===== config.mk =====
export PLATFORM = sky130hd
export DESIGN_NAME = seq_restoring_divider_flat
export DESIGN_NICKNAME = d
export VERILOG_FILES = /design/src/rtl/seq_restoring_divider_pkg.sv /design/src/rtl/seq_restoring_divider_if.sv /design/src/rtl/seq_restoring_divider_restoring_div_step.sv /design/src/rtl/seq_restoring_divider.sv /design/src/flat_wrapper.sv
export SDC_FILE = /design/constraint.sdc
export NUM_CORES = 1
export LEC_CHECK = 0
export CAP_MARGIN = 20
export CORE_AREA = 2 2 102 84
export DETAILED_ROUTE_END_ITERATION = 10
export DIE_AREA = 0 0 104 86
export DONT_BUFFER_PORTS = 1
export GPL_TIMING_DRIVEN = 0
export PLACE_DENSITY = 0.77
export SLEW_MARGIN = 40
export SYNTH_ARGS = -nofsm -noshare
export SYNTH_HDL_FRONTEND = slang
export SYNTH_HIERARCHICAL = 1
export SYNTH_SLANG_ARGS = --single-unit
export TNS_END_PERCENT = 5

===== constraint.sdc =====
create_clock -name clk -period 6.4 [get_ports clk]
set_clock_uncertainty 0.15 [all_clocks]
set_input_delay 1.28 -clock clk [delete_from_list [all_inputs] [get_ports clk]]
set_output_delay 1.28 -clock clk [all_outputs]
set_load 0.02 [all_outputs]

===== src/rtl/seq_restoring_divider_pkg.sv =====
`default_nettype none
// =============================================================================
// Module   : div_pkg
// Brief    : Shared width constants and FSM state type for the restoring divider.
// Revision : 1.0
// =============================================================================
package div_pkg;

    localparam int DIV_WIDTH = 16;
    localparam int DIV_CNT_W = $clog2(DIV_WIDTH) + 1;

    typedef enum logic [1:0] {
        IDLE   = 2'd0,
        RUN    = 2'd1,
        FINISH = 2'd2
    } div_state_t;

endpackage
`default_nettype wire


===== src/rtl/seq_restoring_divider_if.sv =====
`default_nettype none
// =============================================================================
// Module   : seq_restoring_divider_if
// Brief    : start/busy/done handshake and operand/result bus of the divider.
// Revision : 1.0
// =============================================================================
interface seq_restoring_divider_if
    import div_pkg::*;
#(
    parameter int WIDTH = DIV_WIDTH
);
    logic             start;
    logic [WIDTH-1:0] dividend;
    logic [WIDTH-1:0] divisor;
    logic [WIDTH-1:0] quotient;
    logic [WIDTH-1:0] remainder;
    logic             busy;
    logic             done;
    logic             divzero;

    modport master (
        output start, dividend, divisor,
        input  quotient, remainder, busy, done, divzero
    );

    modport slave (
        input  start, dividend, divisor,
        output quotient, remainder, busy, done, divzero
    );
endinterface
`default_nettype wire


===== src/rtl/seq_restoring_divider_restoring_div_step.sv =====
`default_nettype none
// =============================================================================
// Module   : restoring_div_step
// Brief    : One combinational restoring-division iteration (inverted-divisor add).
// Revision : 1.0
// =============================================================================
module restoring_div_step
    import div_pkg::*;
#(
    parameter int WIDTH = DIV_WIDTH
) (
    input  wire logic [WIDTH-1:0] i_rem,
    input  wire logic             i_dvd_bit,
    input  wire logic [WIDTH-1:0] i_divisor,
    output logic      [WIDTH-1:0] o_rem,
    output logic                  o_q_bit
);

    logic [WIDTH:0] shifted;
    logic [WIDTH:0] sum_lo;

    // Shifted partial is WIDTH+1 bits; a set top bit already guarantees no
    // borrow, so only the low WIDTH bits need to go through the adder.
    always_comb begin
        shifted = {i_rem, i_dvd_bit};
        sum_lo  = {1'b0, shifted[WIDTH-1:0]} + {1'b0, ~i_divisor}
                + {{WIDTH{1'b0}}, 1'b1};
        o_q_bit = shifted[WIDTH] | sum_lo[WIDTH];
        o_rem   = o_q_bit ? sum_lo[WIDTH-1:0] : shifted[WIDTH-1:0];
    end

endmodule
`default_nettype wire


===== src/rtl/seq_restoring_divider.sv =====
`default_nettype none
// =============================================================================
// Module   : seq_restoring_divider
// Brief    : Multi-cycle restoring divider, one quotient bit per clock.
//            Define SEQ_DIVIDER_SIGNED_EN for two's-complement operands.
// Revision : 1.0
// =============================================================================
module seq_restoring_divider
    import div_pkg::*;
#(
    parameter int WIDTH = DIV_WIDTH
) (
    input  wire logic                clk,
    input  wire logic                reset,
    seq_restoring_divider_if.slave   bus
);

    localparam int CNT_W = $clog2(WIDTH) + 1;

    div_state_t       state_q, state_d;
    logic [CNT_W-1:0] count_q, count_d;
    logic [WIDTH-1:0] rem_q, rem_d;
    logic [WIDTH-1:0] dvd_q, dvd_d;
    logic [WIDTH-1:0] dvs_q, dvs_d;
    logic [WIDTH-1:0] quotient_q, quotient_d;
    logic [WIDTH-1:0] remainder_q, remainder_d;
    logic             busy_q, busy_d;
    logic             done_q, done_d;
    logic             divzero_q, divzero_d;

    logic [WIDTH-1:0] step_rem;
    logic             step_bit;
    logic [WIDTH-1:0] a_mag;
    logic [WIDTH-1:0] b_mag;
    logic [WIDTH-1:0] fin_q;
    logic [WIDTH-1:0] fin_r;
    logic             accept;

    restoring_div_step #(.WIDTH(WIDTH)) u_step (
        .i_rem     (rem_q),
        .i_dvd_bit (dvd_q[WIDTH-1]),
        .i_divisor (dvs_q),
        .o_rem     (step_rem),
        .o_q_bit   (step_bit)
    );

`ifdef SEQ_DIVIDER_SIGNED_EN
    logic neg_quo_q, neg_quo_d;
    logic neg_rem_q, neg_rem_d;

    // Magnitude of 0x8000 is 0x8000 read as unsigned, so no overflow case here.
    always_comb begin
        a_mag = bus.dividend[WIDTH-1] ? -bus.dividend : bus.dividend;
        b_mag = bus.divisor[WIDTH-1]  ? -bus.divisor  : bus.divisor;
        if (dvs_q == '0) begin
            fin_q = '1;
            fin_r = neg_rem_q ? -dvd_q : dvd_q;
        end else begin
            fin_q = neg_quo_q ? -dvd_q : dvd_q;
            fin_r = neg_rem_q ? -rem_q : rem_q;
        end
    end

    always_ff @(posedge clk or posedge reset) begin
        if (reset) begin
            neg_quo_q <= 1'b0;
            neg_rem_q <= 1'b0;
        end else begin
            neg_quo_q <= neg_quo_d;
            neg_rem_q <= neg_rem_d;
        end
    end

    always_comb begin
        neg_quo_d = neg_quo_q;
        neg_rem_d = neg_rem_q;
        if (accept) begin
            neg_quo_d = bus.dividend[WIDTH-1] ^ bus.divisor[WIDTH-1];
            neg_rem_d = bus.dividend[WIDTH-1];
        end
    end
`else
    always_comb begin
        a_mag = bus.dividend;
        b_mag = bus.divisor;
        fin_q = (dvs_q == '0) ? '1 : dvd_q;
        fin_r = (dvs_q == '0) ? dvd_q : rem_q;
    end
`endif

    // A start in the FINISH cycle is accepted so operations can run back to back.
    assign accept = bus.start && ((state_q == IDLE) || (state_q == FINISH));

    always_comb begin
        state_d     = state_q;
        count_d     = count_q;
        rem_d       = rem_q;
        dvd_d       = dvd_q;
        dvs_d       = dvs_q;
        quotient_d  = quotient_q;
        remainder_d = remainder_q;
        busy_d      = busy_q;
        divzero_d   = divzero_q;
        done_d      = 1'b0;

        case (state_q)
            RUN: begin
                rem_d   = step_rem;
                dvd_d   = {dvd_q[WIDTH-2:0], step_bit};
                count_d = count_q + CNT_W'(1);
                if (count_q == CNT_W'(WIDTH - 1)) begin
                    state_d = FINISH;
                end
            end
            FINISH: begin
                quotient_d  = fin_q;
                remainder_d = fin_r;
                divzero_d   = (dvs_q == '0);
                done_d      = 1'b1;
                busy_d      = 1'b0;
                state_d     = IDLE;
            end
            default: begin
                state_d = IDLE;
            end
        endcase

        // The finishing op's divzero flag wins over the clear on a back-to-back start.
        if (accept) begin
            dvd_d   = a_mag;
            dvs_d   = b_mag;
            rem_d   = '0;
            count_d = '0;
            if (state_q == IDLE) begin
                divzero_d = 1'b0;
            end
            if (bus.divisor == '0) begin
                state_d = FINISH;
                busy_d  = 1'b0;
            end else begin
                state_d = RUN;
                busy_d  = 1'b1;
            end
        end
    end

    always_ff @(posedge clk or posedge reset) begin
        if (reset) begin
            state_q     <= IDLE;
            count_q     <= '0;
            rem_q       <= '0;
            dvd_q       <= '0;
            dvs_q       <= '0;
            quotient_q  <= '0;
            remainder_q <= '0;
            busy_q      <= 1'b0;
            done_q      <= 1'b0;
            divzero_q   <= 1'b0;
        end else begin
            state_q     <= state_d;
            count_q     <= count_d;
            rem_q       <= rem_d;
            dvd_q       <= dvd_d;
            dvs_q       <= dvs_d;
            quotient_q  <= quotient_d;
            remainder_q <= remainder_d;
            busy_q      <= busy_d;
            done_q      <= done_d;
            divzero_q   <= divzero_d;
        end
    end

    assign bus.quotient  = quotient_q;
    assign bus.remainder = remainder_q;
    assign bus.busy      = busy_q;
    assign bus.done      = done_q;
    assign bus.divzero   = divzero_q;

endmodule
`default_nettype wire


===== src/flat_wrapper.sv =====
// flat-port wrapper written by rule: the top's interface ports become plain ports
module seq_restoring_divider_flat import div_pkg::*;
#(
    parameter int WIDTH = DIV_WIDTH
)
  (clk, reset, bus_start, bus_dividend, bus_divisor, bus_quotient, bus_remainder, bus_busy, bus_done, bus_divzero);
  seq_restoring_divider_if #(.WIDTH(WIDTH)) bus_i ();
  input  wire logic clk;
  input  wire logic reset;
  input wire logic [$bits(bus_i.start)-1:0] bus_start;
  input wire logic [$bits(bus_i.dividend)-1:0] bus_dividend;
  input wire logic [$bits(bus_i.divisor)-1:0] bus_divisor;
  output wire logic [$bits(bus_i.quotient)-1:0] bus_quotient;
  output wire logic [$bits(bus_i.remainder)-1:0] bus_remainder;
  output wire logic [$bits(bus_i.busy)-1:0] bus_busy;
  output wire logic [$bits(bus_i.done)-1:0] bus_done;
  output wire logic [$bits(bus_i.divzero)-1:0] bus_divzero;
  assign bus_i.start = bus_start;
  assign bus_i.dividend = bus_dividend;
  assign bus_i.divisor = bus_divisor;
  assign bus_quotient = bus_i.quotient;
  assign bus_remainder = bus_i.remainder;
  assign bus_busy = bus_i.busy;
  assign bus_done = bus_i.done;
  assign bus_divzero = bus_i.divzero;
  seq_restoring_divider #(.WIDTH(WIDTH)) u_core (.clk(clk), .reset(reset), .bus(bus_i));
endmodule

==> results of run 1 <==
[final cells by class]
cell class | count | area (sq um) | area share, %
clock buffer | 10 | 128 | 2.48
timing repair buffer | 1 | 20.0 | 0.389
clock inverter | 6 | 48.8 | 0.948
multi-input combinational | 400 | 2340 | 45.5
tap | 108 | 135 | 2.62
buffer | 28 | 136 | 2.65
sequential | 90 | 2250 | 43.7
inverter | 22 | 87.6 | 1.70
[cell usage in the layout (no fill, tap or decap), types with 6 or more instances in the layout]
cell type	n
a22o_1	17
o21ai_0	8
xor2_1	7
buf_2	7
mux2_4	6
clkbuf_1	16
clkbuf_8	9
a21oi_1	24
xnor2_1	7
nor2_1	77
inv_1	21
mux2_2	7
nand2_1	126
a31oi_1	33
ha_1	18
dfrtp_1	90
[worst max-delay path, delay by kind of cell (launching register included)]
| kind | cells | cell delay, ns |
|---|---|---|
| AND/OR/NAND/NOR | 2 | 0.28 |
| AO/OA/AOI/OAI | 4 | 0.98 |
| multiplexers | 1 | 0.31 |
| adder cells (fa/ha/maj) | 2 | 0.66 |
| buffers and inverters | 2 | 0.31 |
| flip-flops | 1 | 0.41 |
[sequential cells by signal (all words and copies together) (netlist names)]
name / flops
u_core/bus.done: 1
u_core/bus.quotient: 16
u_core/count_q: 5
u_core/dvs_q: 16
u_core/rem_q: 16
u_core/bus.divzero: 1
u_core/dvd_q: 16
u_core/bus.remainder: 16
u_core/bus.busy: 1
u_core/state_q: 2
[stage by stage]
| step | utilization [%] | hold slack [ns] | power (W) | setup WS, ns | instance area (sq um) |
|---|---|---|---|---|---|
| 2_1_floorplan | - | 0.300 | 0.00268 | 2.63 | 4810 |
| 3_3_place_gp | 63.1 | 0.317 | 0.00302 | 1.74 | 4950 |
| 3_5_place_dp | 63.4 | 0.322 | 0.00310 | 3.26 | 4970 |
| 4_1_cts | 65.7 | 0.346 | 0.00347 | 3.22 | 5150 |
| 5_1_grt | 65.7 | 0.410 | 0.00374 | 3.12 | 5150 |
| 6_report | 65.7 | 0.344 | 0.00348 | 3.17 | 5150 |
[worst min path at each step]
stage                            from  slack, ns           endpoint
floorplan           u_core/count_q[4]       0.30  u_core/count_q[4]
global placement    u_core/count_q[4]       0.32  u_core/count_q[4]
detailed placement  u_core/count_q[4]       0.32  u_core/count_q[4]
CTS                 u_core/count_q[4]       0.35  u_core/count_q[4]
global route        u_core/count_q[4]       0.41  u_core/count_q[4]
finish              u_core/count_q[4]       0.34  u_core/count_q[4]
[cells in the mapped netlist (all sizes together) (2+ instances only)]
master	n
a211oi	3
a21o	3
a21oi	27
a22o	17
a31oi	33
and3	2
buf	13
clkbuf	15
dfrtp	90
ha	18
inv	22
mux2	13
mux2i	3
nand2	126
nand2b	4
nand3	4
nand4	3
nor2	77
nor2b	4
nor3	6
nor4	9
o2111ai	2
o211a	2
o211ai	3
o21a	3
o21ai	9
or3	2
xnor2	7
xor2	7
[power by group through the flow]
| stage | Combinational (W) | Clock (W) | Sequential, W |
|---|---|---|---|
| CTS | 0.00185 | 0.000367 | 0.00125 |
| global route | 0.00207 | 0.000388 | 0.00128 |
| detailed placement | 0.00184 | 0 | 0.00126 |
| global placement | 0.00177 | 0 | 0.00125 |
| finish | 0.00187 | 0.000360 | 0.00125 |
| floorplan | 0.00151 | 0 | 0.00117 |
[per-layer routing]
layer  track usage, %  vias to the layer above
met2             43.1                      145
met5                0                        -
met4             6.51                        0
li1                 -                     1879
met3             7.52                       11
met1             39.0                     1941
[cell families (layout without fill, tap and decap cells)]
| group | Yosys count | in the layout | share of synthesized area, % |
|---|---|---|---|
| and+or+nand+nor | 240 | 240 | 21.1 |
| AOI/OAI and AO/OA | 111 | 111 | 15.8 |
| DFF | 90 | 90 | 46.8 |
| buffers and inverters | 50 | 67 | 4.55 |
| adders and majority gates | 19 | 19 | 5.10 |
| muxes | 16 | 16 | 4.13 |
| xor gates and xnor gates | 14 | 14 | 2.55 |
==> run metrics, run 1 <==
Int Pwr=0.00186 W; Die Width=104 microns; critical path's largest stage delay=0.42 ns; first-pass detailed-route iteration total=5; CP Max Fanout=10; CTS resizes=0; hold buffer count at cts=0; clock latency on the worst-skew pair=0.37 ns; CTS H-tree depth=3; Worst Tran Pin Value=0.596 ns; final setup TNS=0 ns; Initial Utilization=61.4%; Nets=606; Static Leak=2.36 nW; final WL=12.0 mm; row count=29; Critical Path AT=3.33 ns; initial drt markers=263; total I/O pin count=70; slowest cell on the critical path=fa_1; Core Box Area=0.00784 sq mm; NetSw=0.00162 W; RR Startpoint=u_core/dvd_q[15]; clk root buf=clkbuf_8; Synth Instances=540; startpoint types=register; area delta synth->final=6.99%; FMAX=309 MHz; reg2reg end=u_core/rem_q[12]; proportion of layout cells with a drive suffix above 1=8.98%; Worst slew margin=60.3%; Fillers=701; PD cells=677 mW/mm^2; drt drc=0; die area=0.00894 sq mm; met2 routed WL=5.45 mm; prevailing post-synth register cell=dfrtp_1; maxcap violations=0; flops & latches, synth=90; Clock Path Buffers=2; synth top area cells=dfrtp_1 47%, nand2_1 9.8%, nor2_1 6.0%, ha_1 4.7%, a31oi_1 4.3%; Yosys cell types=52; Setup Fix Bufs, Post-CTS=0; Synth Warn #=6; CP endpoint=u_core/rem_q[12]; Setup CP Type=register to register; ANT nets after route=0; GPL Wtd Cong=0.894; peak supply drop=319 uV; syn_nets=594; Switching Share=46.5%; largest net degree at the start of global routing=55; Seq/Total Area, Yosys=46.8%; DR vias=3,976; met1 wire length=5.57 mm; RSZ-0062 raised after global routing=no; Final Non-Filler Cells=665; Clock transition at path regs=0.10 ns; Port-buffer cells=0; CP Cell Sequence=inv_1 > ha_1 > fa_1 > nor2b_1 > o2111ai_1 > a21oi_2 > nor3_2 > a21oi_4 > buf_8 > mux2_4 > a22o_1; cell count of the worst hold path=2; WL per Instance=18.0 microns; syn avg cell area=8.91 sq um; R2R Setup Slk=3.17 ns; status=finished, final reports clean; n_diodes=0; vias in the first global route=3,814; initial antenna violation count=0; total CTS buffers=9; Final HPWL DP=8.93 mm; Synth async-reset ratio=100%; vias per inst=5.98; min Tclk post-route=3.23 ns; Comb pwr share=53.8%; final setup violation count=0; final period utilization=50.5%; Slew Viols, Final=0; total gr overflow=0; met3 wire length=812 microns; global-route wire length before repair=19.3 mm; total placed cells including tap cells=649; Flop pwr share=35.9%; Critical Path RT=6.50 ns; Post-synth EDFFs=0; Top Metal Used=met4; total global-route track usage=27.6%; clock group share of total power=10.3%; CP Capture Type=register; CTS tree=built; worst reg2reg path depth=11; Vert. Die Dim=86 microns; Hold Fails Final Rpt=0; Synth area leader=dfrtp_1; CTS sink cnt=90; mapped cell area=0.00481 sq mm; Hold Crit Class=register to register; crit path launch=u_core/dvd_q[15]; area share of the largest cell type after synthesis=46.8%
Power figures use the tool's default switching activity.
==> inputs of run 2 (changes only) <==
- CORE_AREA: 2 2 102 84 -> 2 2 106 88
- DIE_AREA: 0 0 104 86 -> 0 0 108 90
- PLACE_DENSITY: 0.77 -> 0.74
- clock period: 6.4 -> 2.9 ns (I/O delays scaled with it)
==> run 2 against run 1 <==
Effect of this change: non-clock buffer count is 12 higher; clock-buffer cell count stayed put; setup slack worse by 3.1 ns; first-iteration DRC count is 3.4% higher; register-to-register slack worse by 3.1 ns; global-route usage is 1.4 points lower; die area is 8.7% higher; flip-flop and latch count stayed put.
==> run metrics, run 2 (synthesis results as in run 1) <==
drt drc=0; Core Box Area=0.00873 sq mm; Vert. Die Dim=90 microns; Worst slew margin=59.9%; Critical Path AT=2.99 ns; Setup CP Type=register to register; R2R Setup Slk=0.02 ns; Initial Utilization=55.1%; most frequent cells in the layout=126 x nand2_1, 90 x dfrtp_1, 77 x nor2_1; total placed cells including tap cells=659; Int Pwr=0.00454 W; vias in the first global route=3,952; clk root buf=clkbuf_8; Nets=618; hold_sp=bus_divisor[1]; final setup violation count=0; slowest cell on the critical path=fa_2; die area=0.00972 sq mm; Pwr Total=0.00828 W; reg2reg end=u_core/rem_q[4]; total global-route track usage=26.2%; CP Max Fanout=7; critical path's largest stage delay=0.43 ns; RR Startpoint=u_core/dvd_q[15]; Hold Crit Class=input port to register; Final HPWL DP=9.04 mm; Buf/Inv on CP=2; startpoint types=register; CP Cell Sequence=inv_2 > ha_4 > fa_2 > nor2b_4 > o2111ai_4 > a21oi_2 > nor3_4 > a21oi_4 > buf_12 > mux2_2 > a22o_1; Switching Share=45.2%; global-route wire length before repair=20.1 mm; WL per Instance=17.8 microns; Slew Viols, Final=0; design area=0.00542 sq mm; Comb pwr share=55.8%; total I/O pin count=70; cell count along the critical path=11; Worst Tran Pin Value=0.602 ns; placed cell areas=0.00506 sq mm; final period utilization=99.2%; RSZ-0062 raised after global routing=yes; clock latency on the worst-skew pair=0.37 ns; total CTS buffers=9; Die Width=108 microns; peak supply drop=892 uV; Static Leak=2.48 nW; area delta synth->final=12.6%; CTS tree=built; Flop pwr share=33.3%; final WL=12.2 mm; cell count of the worst hold path=2; largest net degree at the start of global routing=25; worst reg2reg path depth=11; FMAX=348 MHz; initial antenna violation count=0; Clock transition at path regs=0.09 ns; WHS Endpoint=u_core/dvs_q[1]; maxcap violations=0; most common cell after layout, fill and taps aside=nand2_1; first-pass detailed-route iteration total=5; final setup TNS=0 ns; Critical Path RT=3.01 ns; GPL Wtd Cong=0.926; DR vias=4,041; Clock Path Buffers=2; Fillers=755; row count=31; proportion of layout cells with a drive suffix above 1=11.8%; delay-heaviest family, CP=compound AO/OA/AOI/OAI gates; CTS H-tree depth=3; Port-buffer cells=0; min Tclk post-route=2.88 ns; n_diodes=0; initial drt markers=272; vias per inst=5.91; CP Capture Type=register; NetSw=0.00374 W; ANT nets after route=0; total gr overflow=0; final core occ=62.1%; status=finished, final reports clean; Hold Fails Final Rpt=0; clock group share of total power=10.8%; Final Non-Filler Cells=684; PD cells=1530 mW/mm^2; CTS sink cnt=90
run 2: changes by cell type in the layout (fill, tap and decap cells not counted), moves of 2 or more:
| cell | delta |
|---|---|
| buf_12 | +2 |
| buf_16 | +3 |
| buf_4 | +7 |
| inv_6 | -2 |
| mux2_2 | -4 |
| mux2_4 | +4 |
run 2: metrics by stage:
step	setup slack [ns]	hold slack, ns
final	0.0233	0.165
after global routing	-0.0404	0.158
after detailed placement	-0.191	0.258
after floorplan	0.145	0.300
after CTS	0.0314	0.154
after global placement	-0.180	0.318
run 2: what timing repair did:
action                                  4_1_cts  5_1_grt
setup buffers                                 2        6
resized for setup                             5       10
hold buffers                                  1        0
pin swaps                                     1        6
hold endpoints to repair                      9        0
endpoints found under the setup margin       16       13
run 2: how the worst max path moves through the flow:
stage,start,end
2_1_floorplan,u_core/dvd_q[15],u_core/rem_q[11]
3_3_place_gp,u_core/dvd_q[15],u_core/rem_q[14]
3_5_place_dp,u_core/dvd_q[15],u_core/rem_q[11]
4_1_cts,u_core/dvd_q[15],u_core/rem_q[13]
5_1_grt,u_core/dvd_q[15],u_core/rem_q[2]
6_report,u_core/dvd_q[15],u_core/rem_q[4]
run 2: layer usage:
| layer | part of all wire [%] | track usage (%) |
|---|---|---|
| met1 | 46 | 38.0 |
| met2 | 46 | 40.1 |
| met3 | 6.3 | 5.51 |
| met4 | 1.3 | 6.84 |
| met5 | 0 | 0 |
run 2: power by group through the flow:
stage                     Combinational [W]  Clock (W)  Sequential [W]
after global routing                0.00507   0.000955         0.00285
after CTS                           0.00425   0.000912         0.00275
after global placement              0.00391          0         0.00276
after floorplan                     0.00334          0         0.00258
final                               0.00462   0.000898         0.00276
after detailed placement            0.00404          0         0.00278
run 2: area by class of cell:
class                           instances  area (sq um)  share of cell area [%]
Inverter                               22          86.3                    1.59
Clock buffer                           10           128                    2.36
Multi-Input combinational cell        400          2410                    44.4
Sequential cell                        90          2250                    41.6
Tap cell                              115           144                    2.66
Buffer                                 28           141                    2.61
Clock inverter                          6          75.1                    1.39
Timing Repair Buffer                   13           185                    3.42
run 2: worst reg2reg max path, delay by kind of cell, from the launching register on:
kind	cells	cell delay, ns
buffers and inverters	2	0.24
flip-flops	1	0.42
AND/OR/NAND/NOR	2	0.23
multiplexers	1	0.34
adder cells (fa/ha/maj)	2	0.60
AO/OA/AOI/OAI	4	0.81
==> inputs of run 3 (changes only) <==
- CTS_CLUSTER_SIZE: default -> 16
- SLEW_MARGIN: 40 -> default
==> run 3 against run 2 <==
Effect of this change: register-to-register slack hardly changed; worst hold slack better by 0.0056 ns; combinational power decreased by 2%; utilization decreased by 0.96 points; setup slack got worse by 0.0093 ns; first-iteration DRC count is 11% higher; critical path depth unchanged; via count is 0.82% lower; largest power group unchanged.
==> run metrics, run 3 (synthesis results as in run 1) <==
total gr overflow=0; Clock Path Buffers=2; initial antenna violation count=0; Final HPWL DP=8.98 mm; initial drt markers=301; total CTS buffers=9; Port-buffer cells=0; CTS tree=built; maxcap violations=0; vias in the first global route=3,958; most common cell after layout, fill and taps aside=nand2_1; CP Max Fanout=6; Pwr Total=0.00816 W; CP Capture Type=register; final WL=12.0 mm; die area=0.00972 sq mm; Fillers=754; Worst Tran Pin Value=0.600 ns; vias per inst=5.89; Worst slew margin=60.0%; Initial Utilization=55.1%; startpoint types=register; n_diodes=0; CTS sink cnt=90; GPL Wtd Cong=0.926; most frequent cells in the layout=126 x nand2_1, 90 x dfrtp_1, 77 x nor2_1; first-pass detailed-route iteration total=5; final core occ=61.1%; CP Cell Sequence=inv_2 > ha_4 > fa_2 > nor2b_4 > o2111ai_4 > a21oi_2 > nor3_4 > a21oi_4 > buf_6 > mux2_2 > a22o_1; Core Box Area=0.00873 sq mm; Vert. Die Dim=90 microns; Nets=615; critical path's largest stage delay=0.43 ns; proportion of layout cells with a drive suffix above 1=11.1%; largest net degree at the start of global routing=44; RSZ-0062 raised after global routing=yes; Critical Path RT=3.01 ns; global-route wire length before repair=19.8 mm; slowest cell on the critical path=fa_2; drt drc=0; Hold Crit Class=input port to register; PD cells=1530 mW/mm^2; min Tclk post-route=2.89 ns; ANT nets after route=0; CTS H-tree depth=3; total global-route track usage=25.9%; Slew Viols, Final=0; Die Width=108 microns; FMAX=347 MHz; peak supply drop=801 uV; final period utilization=99.5%; clock latency on the worst-skew pair=0.36 ns; WL per Instance=17.7 microns; Hold Fails Final Rpt=0; Critical Path AT=2.99 ns; total I/O pin count=70; area delta synth->final=10.9%; final setup violation count=0; clk root buf=clkbuf_8; Static Leak=2.44 nW; Setup CP Type=register to register; row count=31; Clock transition at path regs=0.09 ns; status=finished, final reports clean; DR vias=4,008
## run 3: cell count changes in the layout (fill, tap and decap cells not counted)
cell,before,now
mux2_4,10,11
clkinvlp_4,2,3
mux2_2,3,2
clkbuf_1,16,17
buf_16,3,0
clkinv_4,2,1
buf_6,1,2
buf_4,8,7
inv_8,1,0
## run 3: area by class of cell
class | count | area (sq um) | share of cell area (%)
plain buffers | 28 | 141 | 2.65
clock buffers | 11 | 131 | 2.46
clock inverters | 5 | 62.6 | 1.17
inverters | 22 | 86.3 | 1.62
multi-input cells | 400 | 2410 | 45.2
flip-flops and latches | 90 | 2250 | 42.2
well taps | 115 | 144 | 2.70
repair buffers | 10 | 106 | 1.99
## run 3: power breakdown
part           switching [W]  internal (W)
Combinational        0.00233       0.00220
Clock               0.000462      0.000404
Sequential          0.000884       0.00188
## run 3: final timing paths
kind | start | to | slack, ns | cells after the start
setup / recovery | u_core/dvd_q[15] | u_core/rem_q[5] | 0.01 | 11
hold / removal | bus_divisor[0] | u_core/dvs_q[0] | 0.17 | 2
setup reg to reg | u_core/dvd_q[15] | u_core/rem_q[5] | 0.01 | 11
hold reg to reg | u_core/count_q[4] | u_core/count_q[4] | 0.36 | 2
max in group asynchronous | reset | u_core/dvs_q[8] | 1.35 | 4
min in group asynchronous | reset | u_core/bus.quotient[12] | 0.47 | 2
## run 3: routing by layer
| metal | track usage, % | wire [microns] | share of wire [%] |
|---|---|---|---|
| met1 | 36.5 | 5470 | 45 |
| met2 | 40.6 | 5510 | 46 |
| met4 | 5.77 | 127 | 1.1 |
| met5 | 0 | 0 | 0 |
| met3 | 6.53 | 926 | 7.7 |
## run 3: timing repair
action | in CTS | in global routing
hold endpoints to repair | 9 | 0
cloned | 0 | 0
pin swaps | 1 | 6
hold buffers | 1 | 0
setup endpoints to repair | 16 | 12
gates resized for setup | 4 | 13
setup buffers | 2 | 5
## run 3: worst max-delay path: cells and delay by family, from the launching register on
kind | cells | cell delay (ns)
compound gates | 4 | 0.80
fa+ha+maj | 2 | 0.60
buf+inv | 2 | 0.24
flops | 1 | 0.40
mux | 1 | 0.34
simple gates | 2 | 0.25
## run 3: stage by stage
step / hold WS (ns) / TNS [ns] / setup WS [ns] / cells / cell area [sq um]
global route: 0.164 / -0.846 / -0.0829 / 681 / 5340
finish: 0.170 / 0 / 0.0140 / 681 / 5340
floorplan: 0.300 / 0 / 0.145 / 540 / 4820
global placement: 0.318 / -1.29 / -0.180 / 655 / 4960
detailed placement: 0.248 / -1.20 / -0.187 / 657 / 5000
CTS: 0.167 / 0 / 0.0402 / 676 / 5240
